<file path="config.mk">
export PLATFORM = sky130hd
export DESIGN_NAME = br_credit_sender_multi_port
export DESIGN_NICKNAME = d
export VERILOG_FILES = /design/src/rtl/br_credit_sender_multi_port.sv
export SDC_FILE = /design/constraint.sdc
export NUM_CORES = 1
export LEC_CHECK = 0
export CORE_AREA = 2 2 39 41
export CTS_BUF_LIST = sky130_fd_sc_hd__clkbuf_16
export DETAILED_ROUTE_END_ITERATION = 7
export DIE_AREA = 0 0 41 43
export SLEW_MARGIN = 20
export SYNTH_ARGS = -nofsm -noshare
export SYNTH_HDL_FRONTEND = slang
export SYNTH_SLANG_ARGS = --single-unit
</file>
<file path="constraint.sdc">
create_clock -name clk -period 7.05 [get_ports clk]
set_input_delay 0.705 -clock clk [delete_from_list [all_inputs] [get_ports clk]]
set_output_delay 0.705 -clock clk [all_outputs]
set_load 0.02 [all_outputs]
</file>
<file path="src/rtl/br_credit_sender_multi_port.sv">
// br_credit_sender_multi_port: in-order multi-lane credit sender with receiver reset handshake
module br_credit_sender_multi_port #(
  parameter int NumWritePorts = 1,
  parameter int NumFifos = 2,
  parameter int Width = 1,
  parameter int MaxCredit = 3,
  parameter int RegisterPushOutputs = 0,
  localparam int PushCreditWidth = $clog2(NumWritePorts + 1),
  localparam int FifoIdWidth = NumFifos > 1 ? $clog2(NumFifos) : 1,
  localparam int CountWidth = $clog2(MaxCredit + 1)
) (
  input  logic                                   clk,
  input  logic                                   rst,
  input  logic [NumWritePorts-1:0]               src_valid,
  output logic [NumWritePorts-1:0]               src_ready,
  input  logic [NumWritePorts*Width-1:0]         src_data,
  input  logic [NumWritePorts*FifoIdWidth-1:0]   src_fifo_id,
  output logic                                   push_sender_in_reset,
  input  logic                                   push_receiver_in_reset,
  input  logic [PushCreditWidth-1:0]             push_credit,
  output logic [NumWritePorts-1:0]               push_valid,
  output logic [NumWritePorts*Width-1:0]         push_data,
  output logic [NumWritePorts*FifoIdWidth-1:0]   push_fifo_id,
  input  logic [CountWidth-1:0]                  credit_initial_push,
  input  logic [CountWidth-1:0]                  credit_withhold_push,
  output logic [CountWidth-1:0]                  credit_count_push,
  output logic [CountWidth-1:0]                  credit_available_push
);
  logic [CountWidth-1:0] count;
  logic [CountWidth:0] next_count;
  logic [NumWritePorts-1:0] grant;
  logic [PushCreditWidth-1:0] sent;
  logic active, ok;
  assign active = !rst && !push_receiver_in_reset;
  assign credit_count_push = count;
  assign credit_available_push = count > credit_withhold_push ? count - credit_withhold_push : '0;
  assign src_ready = grant;
  assign next_count = {1'b0, count} + (CountWidth+1)'(push_credit) - (CountWidth+1)'(sent);
  always_comb begin
    ok = active;
    sent = '0;
    for (int i = 0; i < NumWritePorts; i++) begin
      ok = ok && src_valid[i] && (int'(credit_available_push) > i);
      grant[i] = ok;
      sent = sent + PushCreditWidth'(ok);
    end
  end
  always_ff @(posedge clk) begin
    push_sender_in_reset <= rst;
    count <= active ? next_count[CountWidth-1:0] : credit_initial_push;
    if (!rst) begin
      assert (push_credit <= PushCreditWidth'(NumWritePorts));
      assert (!(push_receiver_in_reset && |push_valid));
      if (active) assert (next_count <= (CountWidth+1)'(MaxCredit));
    end
  end
  generate
    if (RegisterPushOutputs != 0) begin : g_reg
      logic [NumWritePorts-1:0] valid_q;
      logic [NumWritePorts*Width-1:0] data_q;
      logic [NumWritePorts*FifoIdWidth-1:0] id_q;
      always_ff @(posedge clk) begin
        valid_q <= active ? grant : '0;
        data_q <= active ? src_data : '0;
        id_q <= active ? src_fifo_id : '0;
      end
      assign push_valid = valid_q & {NumWritePorts{active}};
      assign push_data = data_q;
      assign push_fifo_id = id_q;
    end else begin : g_comb
      assign push_valid = grant;
      assign push_data = src_data;
      assign push_fifo_id = src_fifo_id;
    end
    for (genvar g = 0; g < NumWritePorts; g++) begin : g_hold
      assert property (@(posedge clk) disable iff (rst)
        src_valid[g] && !src_ready[g] |=> src_valid[g] && $stable(src_data[g*Width +: Width])
          && $stable(src_fifo_id[g*FifoIdWidth +: FifoIdWidth]));
    end
  endgenerate
endmodule
</file>
==> results of run 1 <==
-- worst max-delay path: cells and delay by family --
kind	cells	cell delay (ns)
AO/OA/AOI/OAI	2	0.40
adder cells (fa/ha/maj)	2	0.62
buffers and inverters	3	1.12
AND/OR/NAND/NOR	1	0.05
-- final timing paths --
| kind | startpoint | to | slack (ns) | depth (start not counted) |
|---|---|---|---|---|
| setup / recovery | credit_withhold_push[0] | push_valid | 3.44 | 8 |
| hold / removal | credit_count_push[0] | credit_count_push[1] | 0.81 | 4 |
| setup reg to reg | credit_count_push[0] | credit_count_push[1] | 4.53 | 13 |
| hold reg to reg | credit_count_push[0] | credit_count_push[1] | 0.81 | 4 |
-- sequential cells by signal, summed over array words and instances, names as in the netlist --
name,count
credit_count_push,2
push_sender_in_reset,1
-- through the flow --
step / area [µm²] / util [%] / instances / power, mW / worst slack, ns
after detailed placement: 387.9 / 28.03 / 52 / 0.05587 / 3.430
after global routing: 466.7 / 33.73 / 56 / 0.1498 / 3.337
after global placement: 387.9 / 28.03 / 52 / 0.05532 / 3.459
final: 466.7 / 33.73 / 56 / 0.1428 / 3.445
after CTS: 466.7 / 33.73 / 56 / 0.1458 / 3.414
after floorplan: 240.2 / - / 24 / 0.04175 / 3.904
-- per-layer routing --
metal | vias up | part of all wire, % | track usage [%]
li1 | 105 | - | -
met1 | 92 | 33 | 7.692
met2 | 8 | 55 | 9.688
met3 | 0 | 11 | 6.806
met4 | 0 | 0 | 6.000
met5 | - | 0 | 0
-- cell type report --
type / count / area share, %
Clock buffer: 3 / 16.09
Clock inverter: 1 / 0.8043
Inverter: 4 / 3.217
Multi-Input combinational cell: 14 / 30.56
Sequential cell: 3 / 12.87
Tap cell: 16 / 4.290
Timing Repair Buffer: 15 / 32.17
-- power groups by stage --
stage               clock network, mW  registers, mW  logic [mW]
floorplan                           0         0.0229      0.0189
global placement                    0         0.0208      0.0345
detailed placement                  0         0.0208      0.0351
CTS                            0.0897         0.0207      0.0354
global route                   0.0903         0.0209      0.0385
finish                         0.0875         0.0205      0.0348
-- cell families (layout without fill, tap and decap cells) --
group           after synthesis  in the layout  share of synthesized area [%]
buf+inv                       7             23                          15.62
simple gates                  3              3                          5.728
compound gates                2              2                          6.248
fa+ha+maj                     5              5                          29.17
xor+xnor                      2              2                          7.293
mux                           2              2                          10.94
flops                         3              3                          25.00
-- cells in the final DEF (no fill, tap or decap), drive strengths merged --
cell type	count
ha	4
nand2	1
inv	5
nor2b	1
a21oi	1
clkdlybuf4s50	15
dfxtp	3
fa	1
o211a	1
clkbuf	3
nor2	1
mux2	2
xnor2	2
==> metrics.cfg, run 1 <==
[hold_path]
hp-class = register to register

[cts]
worstSkewPairLatency_ns = 0.22
cts_tree = built
holdBufCountCts = 0
clockBufferDepth = 2
cts_num_sinks = 3
cts_setup_buffers = 0
ctsResizeCount = 0
path_clk_slew_ns = 0.03
cts_root_buffer = clkbuf_16
numCtsBuffers = 3
cts-htree-levels = 1

[synthesis]
synth_fp_nets = 40
synth_common_cells = ha_1 (4), inv_1 (4), buf_4 (3), dfxtp_1 (3), xnor2_1 (2)
synth_top_area_share_pct = 25.00
ys_ff_latch = 3
synth_edf_count = 0
synth_cell_types = 13
ys_warn_count = 0
synth-seq-area-share_pct = 25.00
synthTopCellsByArea = dfxtp_1 (25%), ha_1 (21%), buf_4 (9.4%), fa_1 (8.3%), xnor2_1 (7.3%)
syn_area_um2 = 240.2
syn_inst = 24
synth.avg_cell_area_um2 = 10.01
synth_area_leader_cell = dfxtp_1
postSynth.asyncResetShare_pct = 0
synthFlopType = dfxtp_1

[sta]
hold_slack_ns = 0.8054
min_period_ns = 3.605
worst-slew-pin-transition_ns = 0.3050
finClkSkew_ns = 0.003252
hold_viol = 0
fmaxAchievable_ghz = 0.2774
relSlewSlack_pct = 79.59
report.final.slew_viol_count = 0
setup_viol = 0
fin_crit_sh_pct = 51.14
rsz0062_at_grt = no
finalSetupTns_ns = 0

[power]
p_int_uw = 111.3
power.density_nw_per_um2 = 305.9
p_leak_nw = 0.2185
power.share.clock_pct = 61.3
switching_share_pct = 22.07
combPwrFrac_pct = 24.4
switchingPower_uw = 31.51
peakVddDrop_uv = 170.9
pwr-share-seq_pct = 14.4

[drt]
drt-initial-drc-count = 0
drc_errors = 0
vias = 205
avgRoutedWirePerCell_um = 8.875
drtPass1Iterations = 1
viasPerCell = 3.661
routed_wl_um = 497
ant_nets = 0

[worst_setup_path]
cp.required_ns = 6.34
worstSetupPathType = input pin to primary output
cp.arrival_ns = 2.90
cp-end-kind = primary output
start_kind = input pin
crit_top_cell = clkdlybuf4s50_1
path_max_fanout = 3
critPathSlowestCell = clkdlybuf4s50_1
crit_chain = clkdlybuf4s50_1, ha_1, inv_1, fa_1, nand2_1, a21oi_1, o211a_1, clkdlybuf4s50_1
critPathMaxStageDelay_ns = 0.61

[status]
outcome = complete, no violations

[final_layout]
area_growth_pct = 94.27
multi_input_area_um2 = 142.6
fillerInstances = 146
drive_gt1_share_pct = 12.50
regArea_um2 = 60.06
final_nets = 57
antenna_cells = 0

[grt]
grt_pass1_wl_um = 814
grt_pass1_vias = 193
antenna_found_initial = 0
grt_max_degree = 5
grt.overflow.total = 0
grt_use_total_pct = 7.723

[floorplan]
initial_utilization_pct = 17.36
die_w_um = 41
dieArea_um2 = 1763
design.core.area_um2 = 1384
num_rows = 14
top_level_ports = 20
die-height_um = 43

[placed_design]
io_buffers = 15
routabilityCongestion = 0.6173

[run]
drv_cap = 0

No activity file was read; power rests on OpenSTA's default activity.
==> inputs of run 2 (changes only) <==
Clock period 7.05 ns to 3.57 ns, I/O delays scaled along.
==> metrics.cfg, run 2 (synthesis results as in run 1) <==
[final_layout]
antenna_cells = 0
largest_reg_flops = 2
final_common_cell = clkdlybuf4s50_1
layout_common_cells = clkdlybuf4s50_1 (15), inv_1 (5), ha_1 (4)
layoutNonFillerInstCount = 56
drive_gt1_share_pct = 12.50
fillerInstances = 148
fin_area_um2 = 466.7
final_nets = 57
area_growth_pct = 94.27

[floorplan]
die-height_um = 43
num_rows = 14
die_w_um = 41
top_level_ports = 20
initial_utilization_pct = 17.36
design.core.area_um2 = 1384
dieArea_um2 = 1763

[sta]
hold_viol = 0
report.final.slew_viol_count = 0
finalSetupTns_ns = 0
fmaxAchievable_ghz = 0.3472
min_period_ns = 2.880
fin_crit_sh_pct = 80.68
rsz0062_at_grt = no
finClkSkew_ns = 0.00006004
relSlewSlack_pct = 80.75
worst-slew-pin-transition_ns = 0.2877
hold_slack_ns = 0.6265
setup_viol = 0

[grt]
use_met2_pct = 12.50
busiest_layer = met2
grt_use_total_pct = 8.434
antenna_found_initial = 0
grt.overflow.total = 0
grt_util_met1_pct = 8.039
grt_pass1_vias = 217
grt_pass1_wl_um = 917
grt_max_degree = 5
grt_util_met3_pct = 3.665

[power]
power.density_nw_per_um2 = 612.8
power_uw = 286.0
peakVddDrop_uv = 181.1
p_leak_nw = 0.2185

[worst_setup_path]
start_kind = input pin
path_max_fanout = 3
cp.required_ns = 3.21
critPathSlowestCell = clkdlybuf4s50_1
cp-end-kind = primary output
cp.arrival_ns = 2.52
crit_top_cell = clkdlybuf4s50_1
worstSetupPathType = input pin to primary output
r2r_slack_ns = 1.04
crit_chain = clkdlybuf4s50_1, ha_1, inv_1, fa_1, nand2_1, a21oi_1, o211a_1, clkdlybuf4s50_1
critPathMaxStageDelay_ns = 0.62

[hold_path]
hp-class = input pin to register

[drt]
avgRoutedWirePerCell_um = 10.13
drt-initial-drc-count = 3
drc_errors = 0
routed_wl_um = 567
vias = 206
viasPerCell = 3.679
drtPass1Iterations = 2
ant_nets = 0

[run]
drv_cap = 0

[cts]
holdBufCountCts = 0
numCtsBuffers = 3
worstSkewPairLatency_ns = 0.22
ctsResizeCount = 0
cts_setup_buffers = 0
clockBufferDepth = 2
cts_num_sinks = 3
cts_tree = built
cts-htree-levels = 1
path_clk_slew_ns = 0.03
cts_root_buffer = clkbuf_16

[status]
outcome = complete, no violations

[placed_design]
routabilityCongestion = 0.6418
dp_hpwl_um = 436.6
dpl_cell_area_um2 = 387.9
dp_cells = 52
io_buffers = 15

==> run 2: final timing paths <==
check	endpoint	cells past startpoint	startpoint
setup / recovery	push_valid	8	credit_withhold_push[0]
hold / removal	push_sender_in_reset	1	rst
setup reg to reg	credit_count_push[1]	13	credit_count_push[0]
hold reg to reg	credit_count_push[1]	3	credit_count_push[1]
==> run 2: where the power goes <==
| part | switching, mW | internal, mW |
|---|---|---|
| combinational | 0.0306 | 0.0380 |
| sequential | 0.00322 | 0.0374 |
| clock | 0.0321 | 0.145 |
| total | 0.0659 | 0.220 |
==> run 2: critical path, delay by kind of cell <==
family          cells  cell delay (ns)
simple gates        1             0.05
buf+inv             3             1.12
compound gates      2             0.37
fa+ha+maj           2             0.62
==> run 2: cell type report <==
type / count / area [µm²] / share of cell area (%)
repair buffers: 15 / 150.1 / 32.17
multi-input cells: 14 / 142.6 / 30.56
clock buffers: 3 / 75.07 / 16.09
flip-flops and latches: 3 / 60.06 / 12.87
well taps: 16 / 20.02 / 4.290
inverters: 4 / 15.01 / 3.217
clock inverters: 1 / 3.754 / 0.8043
==> run 2: per-stage QoR <==
| step | setup slack (ns) | util, % |
|---|---|---|
| 2_1_floorplan | 0.6741 | - |
| 3_3_place_gp | 0.6379 | 28.03 |
| 3_5_place_dp | 0.6200 | 28.03 |
| 4_1_cts | 0.6593 | 33.73 |
| 5_1_grt | 0.6096 | 33.73 |
| 6_report | 0.6898 | 33.73 |
==> run 2: routing by layer <==
layer | share of wire, % | vias to the layer above
li1 | - | 105
met1 | 37 | 95
met2 | 57 | 6
met3 | 5.1 | 0
met4 | 0 | 0
met5 | 0 | -
